===== config.mk =====
export PLATFORM = sky130hd
export DESIGN_NAME = axi_write_master
export DESIGN_NICKNAME = d
export VERILOG_FILES = /design/src/rtl/axi_write_master.sv
export SDC_FILE = /design/constraint.sdc
export NUM_CORES = 1
export LEC_CHECK = 0
export CAP_MARGIN = 20
export CORE_MARGIN = 2
export CORE_UTILIZATION = 35
export CTS_BUF_LIST = sky130_fd_sc_hd__clkbuf_4
export DETAILED_ROUTE_END_ITERATION = 7
export DONT_BUFFER_PORTS = 1
export GPL_TIMING_DRIVEN = 0
export PLACE_DENSITY_LB_ADDON = 0.1
export SYNTH_ARGS = -nofsm -noshare
export SYNTH_HDL_FRONTEND = slang
export SYNTH_SLANG_ARGS = --single-unit

===== constraint.sdc =====
create_clock -name clk -period 4.89 [get_ports clk]
set_clock_uncertainty 0.1 [all_clocks]
set_input_delay 0.2445 -clock clk [delete_from_list [all_inputs] [get_ports clk]]
set_output_delay 0.2445 -clock clk [all_outputs]
set_load 0.01 [all_outputs]

===== src/rtl/axi_write_master.sv =====
// AXI4 write-channel master: queues user write commands, issues AW bursts,
// sequences W beats with WLAST per burst and tracks outstanding B responses.
// Ports:
//   clk, resetn                    clock / asynchronous active-low reset
//   awaddr/len/size/burst/valid_in  user command; awready_out = command FIFO not full
//   wdata_in, wstrb_in, wvalid_in   user write data; wready_out = axi_wready in data phase
//   axi_aw*                         AW channel (payload and valid registered)
//   axi_w*                          W channel (data/strobe pass through, wlast per burst)
//   axi_b*, bready_in               B channel pass-through to/from the user
//   outstanding                     bursts with AW done and B pending
//   err_sticky                      dropped illegal command or error/unexpected response
module axi_write_master #(
    parameter int unsigned AW              = 32,
    parameter int unsigned DW              = 64,
    parameter int unsigned CMD_DEPTH       = 4,
    parameter int unsigned MAX_OUTSTANDING = 8
) (
    input  logic                                 clk,
    input  logic                                 resetn,
    input  logic [AW-1:0]                        awaddr_in,
    input  logic [7:0]                           awlen_in,
    input  logic [2:0]                           awsize_in,
    input  logic [1:0]                           awburst_in,
    input  logic                                 awvalid_in,
    output logic                                 awready_out,
    input  logic [DW-1:0]                        wdata_in,
    input  logic [DW/8-1:0]                      wstrb_in,
    input  logic                                 wvalid_in,
    output logic                                 wready_out,
    output logic [AW-1:0]                        axi_awaddr,
    output logic [7:0]                           axi_awlen,
    output logic [2:0]                           axi_awsize,
    output logic [1:0]                           axi_awburst,
    output logic                                 axi_awvalid,
    input  logic                                 axi_awready,
    output logic [DW-1:0]                        axi_wdata,
    output logic [DW/8-1:0]                      axi_wstrb,
    output logic                                 axi_wlast,
    output logic                                 axi_wvalid,
    input  logic                                 axi_wready,
    input  logic [1:0]                           axi_bresp,
    input  logic                                 axi_bvalid,
    output logic                                 axi_bready,
    input  logic                                 bready_in,
    output logic                                 bvalid_out,
    output logic [1:0]                           bresp_out,
    output logic [$clog2(MAX_OUTSTANDING+1)-1:0] outstanding,
    output logic                                 err_sticky
);

    localparam int unsigned SW       = DW / 8;
    localparam int unsigned MAX_SIZE = $clog2(SW);
    localparam int unsigned CPW      = $clog2(CMD_DEPTH);
    localparam int unsigned CCW      = $clog2(CMD_DEPTH + 1);
    localparam int unsigned BPW      = $clog2(MAX_OUTSTANDING);
    localparam int unsigned OW       = $clog2(MAX_OUTSTANDING + 1);

    typedef struct packed {
        logic [AW-1:0] addr;
        logic [7:0]    len;
        logic [2:0]    size;
        logic [1:0]    burst;
    } cmd_t;

    typedef enum logic { AW_IDLE, AW_ISSUE } aw_state_t;
    typedef enum logic { W_IDLE,  W_DATA   } w_state_t;

    aw_state_t      aw_state;
    w_state_t       w_state;

    cmd_t           cmd_mem [CMD_DEPTH];
    logic [CPW-1:0] cmd_wr_ptr, cmd_rd_ptr;
    logic [CCW-1:0] cmd_count, cmd_count_next;

    // Beat queue: awlen of each burst whose AW is done and whose W is not yet complete
    logic [7:0]     bq_mem [MAX_OUTSTANDING];
    logic [BPW-1:0] bq_wr_ptr, bq_rd_ptr;
    logic [OW-1:0]  bq_count, bq_count_next;
    logic [7:0]     beat_cnt;

    logic [OW-1:0]  out_next;
    cmd_t           cmd_in, cmd_head, cmd_after_head;
    logic           cmd_legal, cmd_hs, cmd_push;
    logic           aw_hs, w_hs, w_last_hs, b_hs, b_counted;
    logic           issue_ok_idle, issue_ok_next;

    // Command legality: size within bus width, no reserved burst, WRAP length 2/4/8/16
    assign cmd_legal = (32'(awsize_in) <= MAX_SIZE) && (awburst_in != 2'b11) &&
                       !((awburst_in == 2'b10) &&
                         !((awlen_in == 8'd1) || (awlen_in == 8'd3) ||
                           (awlen_in == 8'd7) || (awlen_in == 8'd15)));

    assign cmd_in = '{addr: awaddr_in, len: awlen_in, size: awsize_in, burst: awburst_in};

    assign awready_out = (32'(cmd_count) < CMD_DEPTH);
    assign cmd_hs      = awvalid_in & awready_out;
    assign cmd_push    = cmd_hs & cmd_legal;
    assign aw_hs       = axi_awvalid & axi_awready;
    assign w_hs        = axi_wvalid & axi_wready;
    assign w_last_hs   = w_hs & axi_wlast;
    assign b_hs        = axi_bvalid & axi_bready;
    // A response with nothing outstanding is flagged but never underflows the counter
    assign b_counted   = b_hs && (outstanding != '0);

    assign cmd_count_next = cmd_count + CCW'(cmd_push) - CCW'(aw_hs);
    assign bq_count_next  = bq_count + OW'(aw_hs) - OW'(w_last_hs);
    assign out_next       = outstanding + OW'(aw_hs) - OW'(b_counted);

    assign cmd_head       = cmd_mem[cmd_rd_ptr];
    assign cmd_after_head = cmd_mem[cmd_rd_ptr + CPW'(1)];

    assign issue_ok_idle = (cmd_count != '0) &&
                           (32'(outstanding) < MAX_OUTSTANDING) &&
                           (32'(bq_count) < MAX_OUTSTANDING);
    // Back-to-back issue uses the entry behind the head being popped this cycle
    assign issue_ok_next = (cmd_count > CCW'(1)) &&
                           (32'(out_next) < MAX_OUTSTANDING) &&
                           (32'(bq_count_next) < MAX_OUTSTANDING);

    // W channel and B channel pass-through
    assign axi_wdata  = wdata_in;
    assign axi_wstrb  = wstrb_in;
    assign axi_wvalid = wvalid_in & (w_state == W_DATA);
    assign wready_out = axi_wready & (w_state == W_DATA);
    assign axi_wlast  = (w_state == W_DATA) && (beat_cnt == bq_mem[bq_rd_ptr]);
    assign axi_bready = bready_in;
    assign bvalid_out = axi_bvalid;
    assign bresp_out  = axi_bresp;

    // Queue storage, no reset needed: occupancy is tracked by the counters
    always_ff @(posedge clk) begin
        if (cmd_push) begin
            cmd_mem[cmd_wr_ptr] <= cmd_in;
        end
        if (aw_hs) begin
            bq_mem[bq_wr_ptr] <= axi_awlen;
        end
    end

    // Control state: queue pointers, AW and W FSMs, outstanding counter, error flag
    always_ff @(posedge clk or negedge resetn) begin
        if (!resetn) begin
            aw_state    <= AW_IDLE;
            w_state     <= W_IDLE;
            cmd_wr_ptr  <= '0;
            cmd_rd_ptr  <= '0;
            cmd_count   <= '0;
            bq_wr_ptr   <= '0;
            bq_rd_ptr   <= '0;
            bq_count    <= '0;
            beat_cnt    <= '0;
            outstanding <= '0;
            err_sticky  <= 1'b0;
            axi_awaddr  <= '0;
            axi_awlen   <= '0;
            axi_awsize  <= '0;
            axi_awburst <= '0;
            axi_awvalid <= 1'b0;
        end else begin
            if (cmd_push) begin
                cmd_wr_ptr <= cmd_wr_ptr + CPW'(1);
            end
            if (aw_hs) begin
                cmd_rd_ptr <= cmd_rd_ptr + CPW'(1);
                bq_wr_ptr  <= bq_wr_ptr + BPW'(1);
            end
            if (w_last_hs) begin
                bq_rd_ptr <= bq_rd_ptr + BPW'(1);
            end
            cmd_count   <= cmd_count_next;
            bq_count    <= bq_count_next;
            outstanding <= out_next;

            if ((cmd_hs && !cmd_legal) ||
                (b_hs && (axi_bresp[1] || (outstanding == '0)))) begin
                err_sticky <= 1'b1;
            end

            case (aw_state)
                AW_IDLE: begin
                    if (issue_ok_idle) begin
                        axi_awaddr  <= cmd_head.addr;
                        axi_awlen   <= cmd_head.len;
                        axi_awsize  <= cmd_head.size;
                        axi_awburst <= cmd_head.burst;
                        axi_awvalid <= 1'b1;
                        aw_state    <= AW_ISSUE;
                    end
                end
                AW_ISSUE: begin
                    if (axi_awready) begin
                        if (issue_ok_next) begin
                            axi_awaddr  <= cmd_after_head.addr;
                            axi_awlen   <= cmd_after_head.len;
                            axi_awsize  <= cmd_after_head.size;
                            axi_awburst <= cmd_after_head.burst;
                        end else begin
                            axi_awvalid <= 1'b0;
                            aw_state    <= AW_IDLE;
                        end
                    end
                end
                default: begin
                    axi_awvalid <= 1'b0;
                    aw_state    <= AW_IDLE;
                end
            endcase

            case (w_state)
                W_IDLE: begin
                    if (bq_count != '0) begin
                        beat_cnt <= '0;
                        w_state  <= W_DATA;
                    end
                end
                W_DATA: begin
                    if (w_hs) begin
                        if (axi_wlast) begin
                            beat_cnt <= '0;
                            if (bq_count_next == '0) begin
                                w_state <= W_IDLE;
                            end
                        end else begin
                            beat_cnt <= beat_cnt + 8'd1;
                        end
                    end
                end
                default: w_state <= W_IDLE;
            endcase
        end
    end

endmodule


==> impl_metrics.csv, run 1 <==
group,metric,value,unit
run_status,outcome,"completed",
clock_tree,cts_made_buffers,87,
clock_tree,clk_pin_slew_worst_paths,0.06,ns
clock_tree,cts_tree,"done",
critical_path,crit_type,"flop to flop",
grt,grt_remaining_overflow,0,
placement,port_buffers,0,
synthesis,ys_types,46,
worst_hold_path,worstHoldPathType,"input port to asynchronous set/reset pin",
floorplanning,dieArea,44400,µm²
critical_path,worstPathArrival,5.14,ns
power,cellPowerDensity,553,nW/µm²
grt,grt_pass1_vias,9338,
clock_tree,htreeDepth,3,
floorplanning,num_rows,75,
synthesis,ys.flop_type,"edfxtp_1",
floorplanning,fp.dieW,211,µm
power,p_clk_frac,0.246,
drt,drt_wl_total,36.2,mm
run,maxCapViolCount,0,
grt,antenna_found_initial,6,
critical_path,required,5.48,ns
synthesis,synth_cells,967,
synthesis,ys_warn_count,0,
drt,first_pass_iters,4,
power,power_frac_seq,0.400,
power,p_int,0.00629,W
drt,drt_iter0_drc,361,
critical_path,start_kind,"flop",
power,combPwrFrac,0.353,
power,switching_share,0.356,
timing,tightestPinTransition,0.955,ns
synthesis,synth_area,14900,µm²
clock_tree,root_buffer,"clkbuf_4",
power,power_switching,0.00348,W
synthesis,ys_seq_area_frac,0.621,
grt,grt_util_all_layers,0.166,
finish,drive_gt1_frac,0.261,
drt,via_count,8580,
finish,finalNetCount,1288,
synthesis,syn_area_per_cell,15.5,µm²
drt,postRouteAntennaNets,0,
clock_tree,cts_buffer_depth,3,
synthesis,synth_seq_cells,322,
placement,place.gp.congestion,0.765,
timing,finalCritPeriodShare,0.929,
timing,slew_violations,0,
timing,tns,0,ns
timing,hold_viol,0,
floorplanning,die_y,211,µm
synthesis,async_reset_ff_frac,0.242,
timing,fmax,220,MHz
critical_path,path_max_fanout,10,
clock_tree,clk_latency,0.79,ns
floorplanning,initial_core_util,0.355,
floorplanning,coreArea,42000,µm²
clock_tree,cts.sinks,322,
synthesis,syn-num-nets,1118,
critical_path,worstSetupEndpointType,"flop",
timing,slew-limit-headroom,0.363,
floorplanning,ios,258,
timing,final.min_clock_period,4.54,ns
grt,grt_max_degree,79,
drt,post_drt_wl_per_cell,20.6,µm
placement,dp_hpwl,22.6,mm
drt,vias_per_cell,4.89,
grt,grt_pass1_wl,55.1,mm
synthesis,synth_edf_count,244,
finish,area_growth,18.4,%
timing,hold_slack,0.0142,ns
power,total_leakage_power,6.92,nW
timing,final-setup-viol-count,0,
drt,drc,0,
power,peakVddDrop,0.247,mV
## cell families after synthesis
logic type | after synthesis | share of synthesized area
simple gates | 116 | 0.0360
mux | 259 | 0.223
xor+xnor | 20 | 0.0117
fa+ha+maj | 24 | 0.0216
compound gates | 73 | 0.0270
flops | 322 | 0.621
buf+inv | 153 | 0.0597
## Yosys cell counts, types with 2 or more instances
library cell	count	share of area
a21o_1	3	0.0015
a21oi_1	8	0.0027
a22oi_1	2	0.0010
and2_1	6	0.0025
and3_1	3	0.0013
buf_1	8	0.0020
buf_2	4	0.0013
buf_4	77	0.039
clkbuf_1	32	0.0080
dfrtp_1	78	0.13
edfxtp_1	244	0.49
fa_1	3	0.0040
ha_1	21	0.018
inv_1	30	0.0075
mux2_2	2	0.0015
mux2i_1	199	0.13
mux4_1	5	0.0088
mux4_2	52	0.078
nand2_1	68	0.017
nand2b_1	3	0.0013
nand3_1	6	0.0020
nor2_1	10	0.0025
nor2b_1	2	0.00084
nor3_1	7	0.0023
nor3b_1	2	0.0010
nor4_1	4	0.0017
o21ai_0	51	0.017
xnor2_1	15	0.0088
xor2_1	5	0.0029
## power by group through the flow
stage / clock network, W / logic, W / registers [W]
after floorplan: 0 / 0.00248 / 0.00382
after global placement: 0 / 0.00330 / 0.00398
after detailed placement: 0 / 0.00334 / 0.00399
after CTS: 0.00251 / 0.00347 / 0.00393
after global routing: 0.00264 / 0.00381 / 0.00398
final: 0.00241 / 0.00345 / 0.00392
## stage by stage
step	utilization	instances	setup WS, ns	total power (W)	instance area, µm²
floorplan	-	967	0.744	0.00629	14900
global placement	0.371	1506	-0.709	0.00728	15600
detailed placement	0.373	1507	-0.631	0.00733	15700
CTS	0.419	1744	0.000727	0.00991	17600
global route	0.421	1752	-0.0101	0.0104	17700
finish	0.421	1753	0.348	0.00978	17700
## final cells by class
type / count / area, µm²
Inverter: 30 / 113
Fill cell: 3956 / 24400
Tap cell: 539 / 674
Clock inverter: 24 / 103
Buffer: 123 / 793
Antenna cell: 6 / 15.0
Clock buffer: 136 / 1020
Timing Repair Buffer: 81 / 856
Sequential cell: 322 / 9280
Multi-Input combinational cell: 492 / 4830
## worst max-delay path: stages, from the launching register on
cell      delay [ns]
dfrtp_1         0.36
buf_6           0.13
buf_12          0.15
mux4_1          0.61
mux2i_2         0.24
xnor2_1         0.11
nor4_2          0.22
nand3_2         0.22
nor2_4          0.21
ha_1            0.22
inv_1           0.05
ha_1            0.26
a21o_1          0.19
a21oi_1         0.17
xor2_1          0.27
nor3_2          0.11
o21ai_4         0.18
buf_12          0.16
clkbuf_2        0.29
nand2_1         0.09
o21ai_0         0.09
## layout by cell type (no fill, tap or decap), types with 4 or more instances in the layout
cell type      instances
edfxtp_1             244
mux2i_1              198
clkbuf_4             136
buf_4                 80
dfrtp_1               78
dlygate4sd3_1         75
nand2_1               68
mux4_2                52
o21ai_0               51
inv_1                 30
clkbuf_1              23
ha_1                  21
xnor2_1               15
clkinv_1              15
nor2_1                10
clkbuf_2               9
a21oi_1                8
buf_1                  8
diode_2                6
nand3_1                6
nor3_2                 6
mux4_1                 5
xor2_1                 5
and2_4                 4
inv_2                  4
## worst paths after layout
path                       slack (ns)                    endpoint  cells after the start                     start
setup / recovery                 0.35  axi_awaddr[27]$_DFFE_PN0P_                     20  bq_rd_ptr[1]$_DFFE_PN0P_
hold / removal                   0.01   axi_awaddr[4]$_DFFE_PN0P_                      3                    resetn
setup reg to reg                 0.35  axi_awaddr[27]$_DFFE_PN0P_                     20  bq_rd_ptr[1]$_DFFE_PN0P_
hold reg to reg                  0.44       bq_count[0]$_DFF_PN0_                      1     bq_count[0]$_DFF_PN0_
max in group asynchronous        4.21     beat_cnt[7]$_DFFE_PN0P_                      3                    resetn
min in group clk                 0.08    cmd_mem[0][31]$_DFFE_PP_                      1             awaddr_in[18]
## routing by layer
layer	GRT usage	share of wire	vias to the layer above
met5	0	0.00075	-
met4	0.0576	0.021	4
met3	0.0519	0.061	70
met2	0.292	0.51	226
met1	0.192	0.41	4285
li1	-	-	3995
## sequential cells by signal, indices dropped and copies added (netlist names), 2 cells and up
name	flops
axi_awlen	8
bq_mem	64
bq_wr_ptr	3
cmd_mem	180
axi_awaddr	32
cmd_wr_ptr	2
bq_rd_ptr	3
cmd_rd_ptr	2
axi_awburst	2
beat_cnt	8
axi_awsize	3
outstanding	4
cmd_count	3
bq_count	4
## what timing repair did
item | CTS | global route
hold buffers | 77 | 0
gates resized for setup | 12 | 4
gates cloned | 0 | 0
endpoints found under the hold margin | 280 | 0
pin swaps | 0 | 3
setup buffers | 0 | 2
setup endpoints to repair | 45 | 45
Note: power is estimated with default switching activity, not from simulation.
==> run 2: changes to the inputs <==
- GPL_ROUTABILITY_DRIVEN: unset -> 1
- RECOVER_POWER: unset -> 100
==> run 2 against run 1 <==
The run now ends with max-capacitance violations, max-slew violations left. Combinational power decreased by 1%. Utilization decreased by 0.86 points. Wire length increased by 0.25%. Global-route usage unchanged. Via count increased by 0.14%. Critical path type unchanged. Critical endpoint is now axi_awaddr[12]$_DFFE_PN0P_. Largest cell class unchanged. Highest routed layer unchanged.
==> impl_metrics.csv, run 2 (synthesis gave the netlist of run 1 again) <==
group,metric,value,unit
clock_tree,root_buffer,"clkbuf_4",
finish,ff_latch_area,9280,µm²
clock_tree,clk_latency,0.79,ns
floorplanning,die_y,211,µm
timing,tns,0,ns
grt,grt_remaining_overflow,0,
grt,grt_util_all_layers,0.166,
grt,grt_pass1_vias,9338,
finish,largestRegisters,"cmd_mem x180, bq_mem x64, axi_awaddr x32",
timing,worst_slack,0.351,ns
grt,antenna_found_initial,6,
grt,met1_usage,0.192,
floorplanning,dieArea,44400,µm²
drt,post_drt_wl_per_cell,20.7,µm
run_status,failed_checks,"max-capacitance violations, max-slew violations",
placement,dp_hpwl,22.6,mm
run,maxCapViolCount,3,
placement,dpl_cell_area,15700,µm²
floorplanning,coreArea,42000,µm²
drt,drt_wl_total,36.3,mm
critical_path,crit_start,"bq_rd_ptr[1]$_DFFE_PN0P_",
finish,fin_area,17300,µm²
worst_hold_path,hold_path_startpoint,"awaddr_in[30]",
critical_path,worstSetupEndpointType,"flop",
drt,postRouteAntennaNets,0,
finish,finalNetCount,1288,
grt,grt_pass1_wl,55.1,mm
grt,grt_max_degree,79,
placement,place.gp.congestion,0.765,
grt,gr-usage-met2,0.292,
floorplanning,ios,258,
placement,port_buffers,0,
finish,n_fill_cell,4060,
drt,drt_iter0_drc,417,
finish,top_register,"cmd_mem",
floorplanning,initial_core_util,0.355,
timing,slew-limit-headroom,-0.548,
critical_path,reg2reg_from,"bq_rd_ptr[1]$_DFFE_PN0P_",
timing,hold_viol,0,
timing,tightestPinTransition,2.32,ns
power,peakVddDrop,0.247,mV
timing,fmax,220,MHz
power,cellPowerDensity,562,nW/µm²
clock_tree,cts_buffer_depth,3,
timing,final-setup-viol-count,0,
worst_hold_path,worstHoldPathType,"input port to flop",
critical_path,path_max_fanout,10,
drt,vias_per_cell,4.90,
grt,busiest_layer,"met2",
clock_tree,cts_tree,"done",
timing,final.min_clock_period,4.54,ns
critical_path,worstPathArrival,5.12,ns
timing,slew_violations,97,
finish,multiInputGateArea,4800,µm²
timing,finalCritPeriodShare,0.928,
clock_tree,htreeDepth,3,
power,total_leakage_power,6.61,nW
finish,drive_gt1_frac,0.191,
finish,final_common_cell,"edfxtp_1",
drt,drc,0,
run_status,outcome,"finished, violations left",
grt,met3_usage,0.0519,
critical_path,required,5.47,ns
critical_path,crit_type,"flop to flop",
finish,final_cell_mix,"edfxtp_1 (244), mux2i_1 (198), clkbuf_4 (136), clkbuf_1 (101), dfrtp_1 (78)",
finish,largest_reg_flops,180,
clock_tree,cts_made_buffers,87,
critical_path,start_kind,"flop",
drt,via_count,8592,
clock_tree,clk_pin_slew_worst_paths,0.06,ns
placement,place_ws,-0.631,ns
floorplanning,num_rows,75,
floorplanning,fp.dieW,211,µm
finish,area_growth,15.9,%
clock_tree,cts.sinks,322,
drt,first_pass_iters,4,
run 2: per-layer routing:
metal	wire length [µm]	share of wire
met5	27	0.00074
met4	756	0.021
met3	2140	0.059
met2	18500	0.51
met1	14900	0.41
run 2: layout make-up:
class	instances	area share
tap	539	0.0389
antenna	6	0.000867
clock buffer	136	0.0589
multi-input combinational	492	0.277
clock inverter	24	0.00592
timing repair buffer	81	0.0469
sequential	322	0.536
buffer	123	0.0293
inverter	30	0.00650
run 2: worst paths after layout:
kind | endpoint | slack, ns | cells after the start
hold / removal | cmd_mem[1][43]$_DFFE_PP_ | 0.09 | 1
setup reg to reg | axi_awaddr[12]$_DFFE_PN0P_ | 0.35 | 20
min in group asynchronous | axi_awaddr[4]$_DFFE_PN0P_ | 0.88 | 3
hold reg to reg | bq_count[0]$_DFF_PN0_ | 0.44 | 1
setup / recovery | axi_awaddr[12]$_DFFE_PN0P_ | 0.35 | 20
max in group asynchronous | beat_cnt[7]$_DFFE_PN0P_ | 2.36 | 3
run 2: worst max-delay path, stage by stage, from the launching register on:
cell      delay (ns)
dfrtp_1         0.36
buf_6           0.13
buf_12          0.14
mux4_1          0.61
mux2i_2         0.24
xnor2_1         0.11
nor4_2          0.22
nand3_2         0.22
nor2_4          0.21
ha_1            0.22
inv_1           0.05
ha_1            0.26
a21o_1          0.19
a21oi_1         0.17
xor2_1          0.27
nor3_2          0.11
o21ai_4         0.18
buf_12          0.16
clkbuf_2        0.28
nand2_1         0.08
o21ai_0         0.10
run 2: metrics by stage:
stage	power, W	hold slack [ns]	instances	util
2_1_floorplan	0.00629	-0.151	967	-
3_3_place_gp	0.00728	-0.149	1506	0.371
4_1_cts	0.00991	0.000137	1744	0.419
6_report	0.00973	0.0908	1753	0.412
3_5_place_dp	0.00733	-0.142	1507	0.373
5_1_grt	0.0104	0.0147	1752	0.412
run 2: power by group:
| part | total (W) | switching, W | internal (W) | leakage, nW |
|---|---|---|---|---|
| logic | 0.00341 | 0.00186 | 0.00155 | 2.76 |
| clock network | 0.00241 | 0.00114 | 0.00127 | 0.682 |
| registers | 0.00391 | 0.000468 | 0.00344 | 3.17 |
| total | 0.00973 | 0.00347 | 0.00626 | 6.61 |
run 2: timing repair:
item / in CTS / in global routing
hold endpoints to repair: 280 / 0
resized for setup: 12 / 4
pin swaps: 0 / 3
hold buffers: 77 / 0
setup endpoints to repair: 45 / 45
setup buffers: 0 / 2
==> run 3: changes to the inputs <==
- ABC_AREA: unset -> 1
==> run 3 against run 2 <==
The run still ends with max-capacitance violations, max-slew violations left. Critical path depth increased by 3. Register-to-register slack better by 0.11 ns. Sequential power hardly changed. Clock-buffer cell count unchanged. Maximum frequency increased by 2.6%. First-iteration DRC count is 24% higher. Largest cell class unchanged. Largest power group unchanged.
==> impl_metrics.csv, run 3 <==
group,metric,value,unit
synthesis,ys.flop_type,"edfxtp_1",
clock_tree,root_buffer,"clkbuf_4",
placement,place_ws,0.436,ns
floorplanning,fp.dieW,206,µm
grt,grt_remaining_overflow,0,
synthesis,ys_top_cells_by_count,"nand2_1 (366), edfxtp_1 (244), inv_1 (93)",
drt,vias_per_cell,4.81,
worst_hold_path,min_to,"cmd_mem[0][14]$_DFFE_PP_",
timing,tightestPinTransition,2.57,ns
run_status,failed_checks,"max-capacitance violations, max-slew violations",
synthesis,syn-num-nets,1465,
critical_path,path_max_fanout,10,
timing,finalCritPeriodShare,0.905,
synthesis,synth_edf_count,244,
finish,final_cell_mix,"nand2_1 (366), edfxtp_1 (244), clkbuf_4 (136), clkbuf_1 (103), inv_1 (93)",
power,switching_share,0.387,
placement,port_buffers,0,
placement,place.gp.congestion,0.743,
clock_tree,ctsResizeCount,0,
grt,antenna_found_initial,3,
synthesis,synth_cells,1314,
floorplanning,coreArea,40600,µm²
timing,final-setup-viol-count,0,
floorplanning,num_rows,74,
synthesis,synth-simple-area-share,0.140,
synthesis,synth.most_common_cell,"nand2_1",
floorplanning,ios,258,
finish,largestRegisters,"cmd_mem x180, bq_mem x64, axi_awaddr x32",
finish,top_register,"cmd_mem",
timing,worst_slack,0.465,ns
grt,grt_pass1_vias,10100,
floorplanning,dieArea,42600,µm²
grt,grt_util_all_layers,0.188,
clock_tree,cts.sinks,322,
finish,ff_latch_area,9280,µm²
power,p_int,0.00581,W
synthesis,synth_seq_cells,322,
drt,post_drt_wl_per_cell,18.9,µm
timing,rsz0062_at_grt,"false",
drt,drt_wl_total,39.5,mm
synthesis,synth_top_family_by_area,"simple AND/OR/NAND/NOR gates",
timing,final.min_clock_period,4.42,ns
worst_hold_path,hold_path_startpoint,"awaddr_in[1]",
power,power_frac_seq,0.410,
drt,via_count,10100,
power,peakVddDrop,0.334,mV
synthesis,synthMuxAreaShare,0,
critical_path,rrSetupSlack,0.47,ns
clock_tree,cts_tree,"done",
synthesis,synth_top_area_frac,0.511,
synthesis,ys_warn_count,0,
run_status,outcome,"finished, violations left",
synthesis,synth_adder_area_share,0.0225,
critical_path,rr_worst_depth,23,
finish,area_growth,16.6,%
timing,slew_violations,119,
finish,multiInputGateArea,3830,µm²
critical_path,worstPathArrival,4.95,ns
critical_path,required,5.42,ns
timing,slew-limit-headroom,-0.723,
critical_path,r2r_end,"axi_awlen[2]$_DFFE_PN0P_",
finish,n_fill_cell,4042,
synthesis,synth_top_area_cell,"edfxtp_1",
synthesis,async_reset_ff_frac,0.242,
critical_path,path_cells,"buf_2 -> nand3_1 -> nand3_1 -> nand2_1 -> nand2_1 -> nand2_1 -> nor2_1 -> nand3_1 -> nor2_4 -> nand2_4 -> clkinvlp_2 -> ha_1 -> inv_1 -> ha_1 -> nand3_1 -> nand2_1 -> xnor2_1 -> nor2_1 -> o311ai_1 -> nand2_1 -> nand2_1 -> buf_2 -> o21ai_0",
critical_path,worst_path_largest_cell_delay,0.52,ns
timing,fmax,226,MHz
floorplanning,initial_core_util,0.353,
drt,drc,0,
grt,grt_pass1_wl,59.0,mm
drt,postRouteAntennaNets,0,
synthesis,syn_area_per_cell,10.9,µm²
power,power_switching,0.00367,W
critical_path,reg2reg_from,"bq_rd_ptr[1]$_DFFE_PN0P_",
power,combPwrFrac,0.321,
drt,first_pass_iters,5,
critical_path,cpMostUsedCell,"nand2_1",
synthesis,ys_seq_area_frac,0.647,
run,maxCapViolCount,3,
synthesis,synth_xor_area_frac,0.00733,
grt,grt_max_degree,79,
finish,largest_reg_flops,180,
timing,hold_viol,0,
worst_hold_path,worstHoldPathType,"input port to flop",
power,cellPowerDensity,567,nW/µm²
synthesis,synth-compound-area-share,0.0965,
critical_path,start_kind,"flop",
clock_tree,clk_latency,0.77,ns
power,p_clk_frac,0.269,
clock_tree,cts_buffer_depth,3,
clock_tree,htreeDepth,3,
clock_tree,cts_made_buffers,90,
finish,finalNetCount,1632,
drt,drt_iter0_drc,519,
synthesis,synth.area.top_cells,"edfxtp_1 (51%), dfrtp_1 (14%), nand2_1 (9.6%), buf_4 (4.2%), inv_1 (2.4%)",
synthesis,ys_types,35,
finish,utilization,0.412,
placement,dp_hpwl,25.8,mm
critical_path,crit_type,"flop to flop",
critical_path,crit_slowest_cell,"dfrtp_1",
finish,drive_gt1_frac,0.121,
worst_hold_path,hold_path_depth,1,
clock_tree,clk_pin_slew_worst_paths,0.07,ns
finish,final_common_cell,"nand2_1",
floorplanning,die_y,206,µm
critical_path,worstSetupEndpointType,"flop",
power,total_leakage_power,6.69,nW
synthesis,synth_area,14300,µm²
==> run 3: changes by cell type after synthesis, moves of 16 or more <==
cell / previous run / this run
o22ai_1: 0 / 16
a22o_1: 1 / 37
nand2_1: 68 / 366
a21oi_1: 8 / 45
nor2_1: 10 / 77
buf_2: 4 / 20
mux2i_1: 199 / 0
mux4_2: 52 / 0
inv_1: 30 / 93
nand3_1: 6 / 58
a221oi_1: 0 / 37
==> run 3: cell type report <==
| class | count | area share |
|---|---|---|
| Antenna cell | 4 | 0.000598 |
| Buffer | 138 | 0.0356 |
| Clock buffer | 136 | 0.0610 |
| Clock inverter | 29 | 0.0106 |
| Inverter | 96 | 0.0216 |
| Multi-Input combinational cell | 758 | 0.229 |
| Sequential cell | 322 | 0.555 |
| Tap cell | 532 | 0.0398 |
| Timing Repair Buffer | 75 | 0.0473 |
==> run 3: through the flow <==
| stage | hold slack [ns] | instance area, µm² | instances | setup TNS [ns] | total power (W) |
|---|---|---|---|---|---|
| final | 0.105 | 16700 | 2090 | 0 | 0.00949 |
| after detailed placement | -0.146 | 15200 | 1853 | 0 | 0.00704 |
| after CTS | 0.000325 | 17100 | 2085 | 0 | 0.00973 |
| after floorplan | -0.151 | 14300 | 1314 | 0 | 0.00587 |
| after global placement | -0.147 | 15000 | 1846 | -272.61 | 0.00699 |
| after global routing | 0.00401 | 16700 | 2090 | 0 | 0.0102 |
==> run 3: cell families (layout without fill, tap and decap cells) <==
kind of cell / count (synthesis) / after routing
flops: 322 / 322
fa+ha+maj: 24 / 24
other cells: 0 / 4
simple gates: 509 / 509
compound gates: 213 / 213
buf+inv: 234 / 474
xor+xnor: 12 / 12
==> run 3: repair_timing <==
item | in CTS | in global routing
setup endpoints to repair | 0 | 0
endpoints found under the hold margin | 280 | 2
hold buffers | 67 | 1
setup buffers | 0 | 0
==> run 3: power by group through the flow <==
stage,Combinational (W),Sequential [W],Clock (W)
after floorplan,0.00207,0.00380,0
after global placement,0.00303,0.00396,0
after detailed placement,0.00309,0.00396,0
after CTS,0.00318,0.00390,0.00264
after global routing,0.00347,0.00396,0.00278
final,0.00305,0.00388,0.00256
==> run 3: worst max-delay path by stage <==
stage	start	to	slack [ns]	depth (start not counted)
floorplan	awlen_in[5]	cmd_mem[0][0]$_DFFE_PP_	1.40	5
global placement	awlen_in[5]	cmd_mem[3][37]$_DFFE_PP_	-1.64	5
detailed placement	bq_rd_ptr[1]$_DFFE_PN0P_	axi_awburst[0]$_DFFE_PN0P_	0.44	23
CTS	bq_rd_ptr[1]$_DFFE_PN0P_	axi_awlen[2]$_DFFE_PN0P_	0.42	23
global route	bq_rd_ptr[1]$_DFFE_PN0P_	axi_awaddr[29]$_DFFE_PN0P_	0.06	24
finish	bq_rd_ptr[1]$_DFFE_PN0P_	axi_awlen[2]$_DFFE_PN0P_	0.47	23
==> run 3: critical path, delay by kind of cell (launching register included) <==
kind | cells | cell delay [ns]
buffers and inverters | 4 | 0.87
AND/OR/NAND/NOR | 14 | 1.83
adder cells (fa/ha/maj) | 2 | 0.45
XOR/XNOR | 1 | 0.26
flip-flops | 1 | 0.52
AO/OA/AOI/OAI | 2 | 0.26
==> run 3: per-layer routing <==
metal	global-route usage	routed length, µm
met1	0.226	16400
met2	0.319	19800
met3	0.0541	2650
met4	0.0694	739
met5	0	0
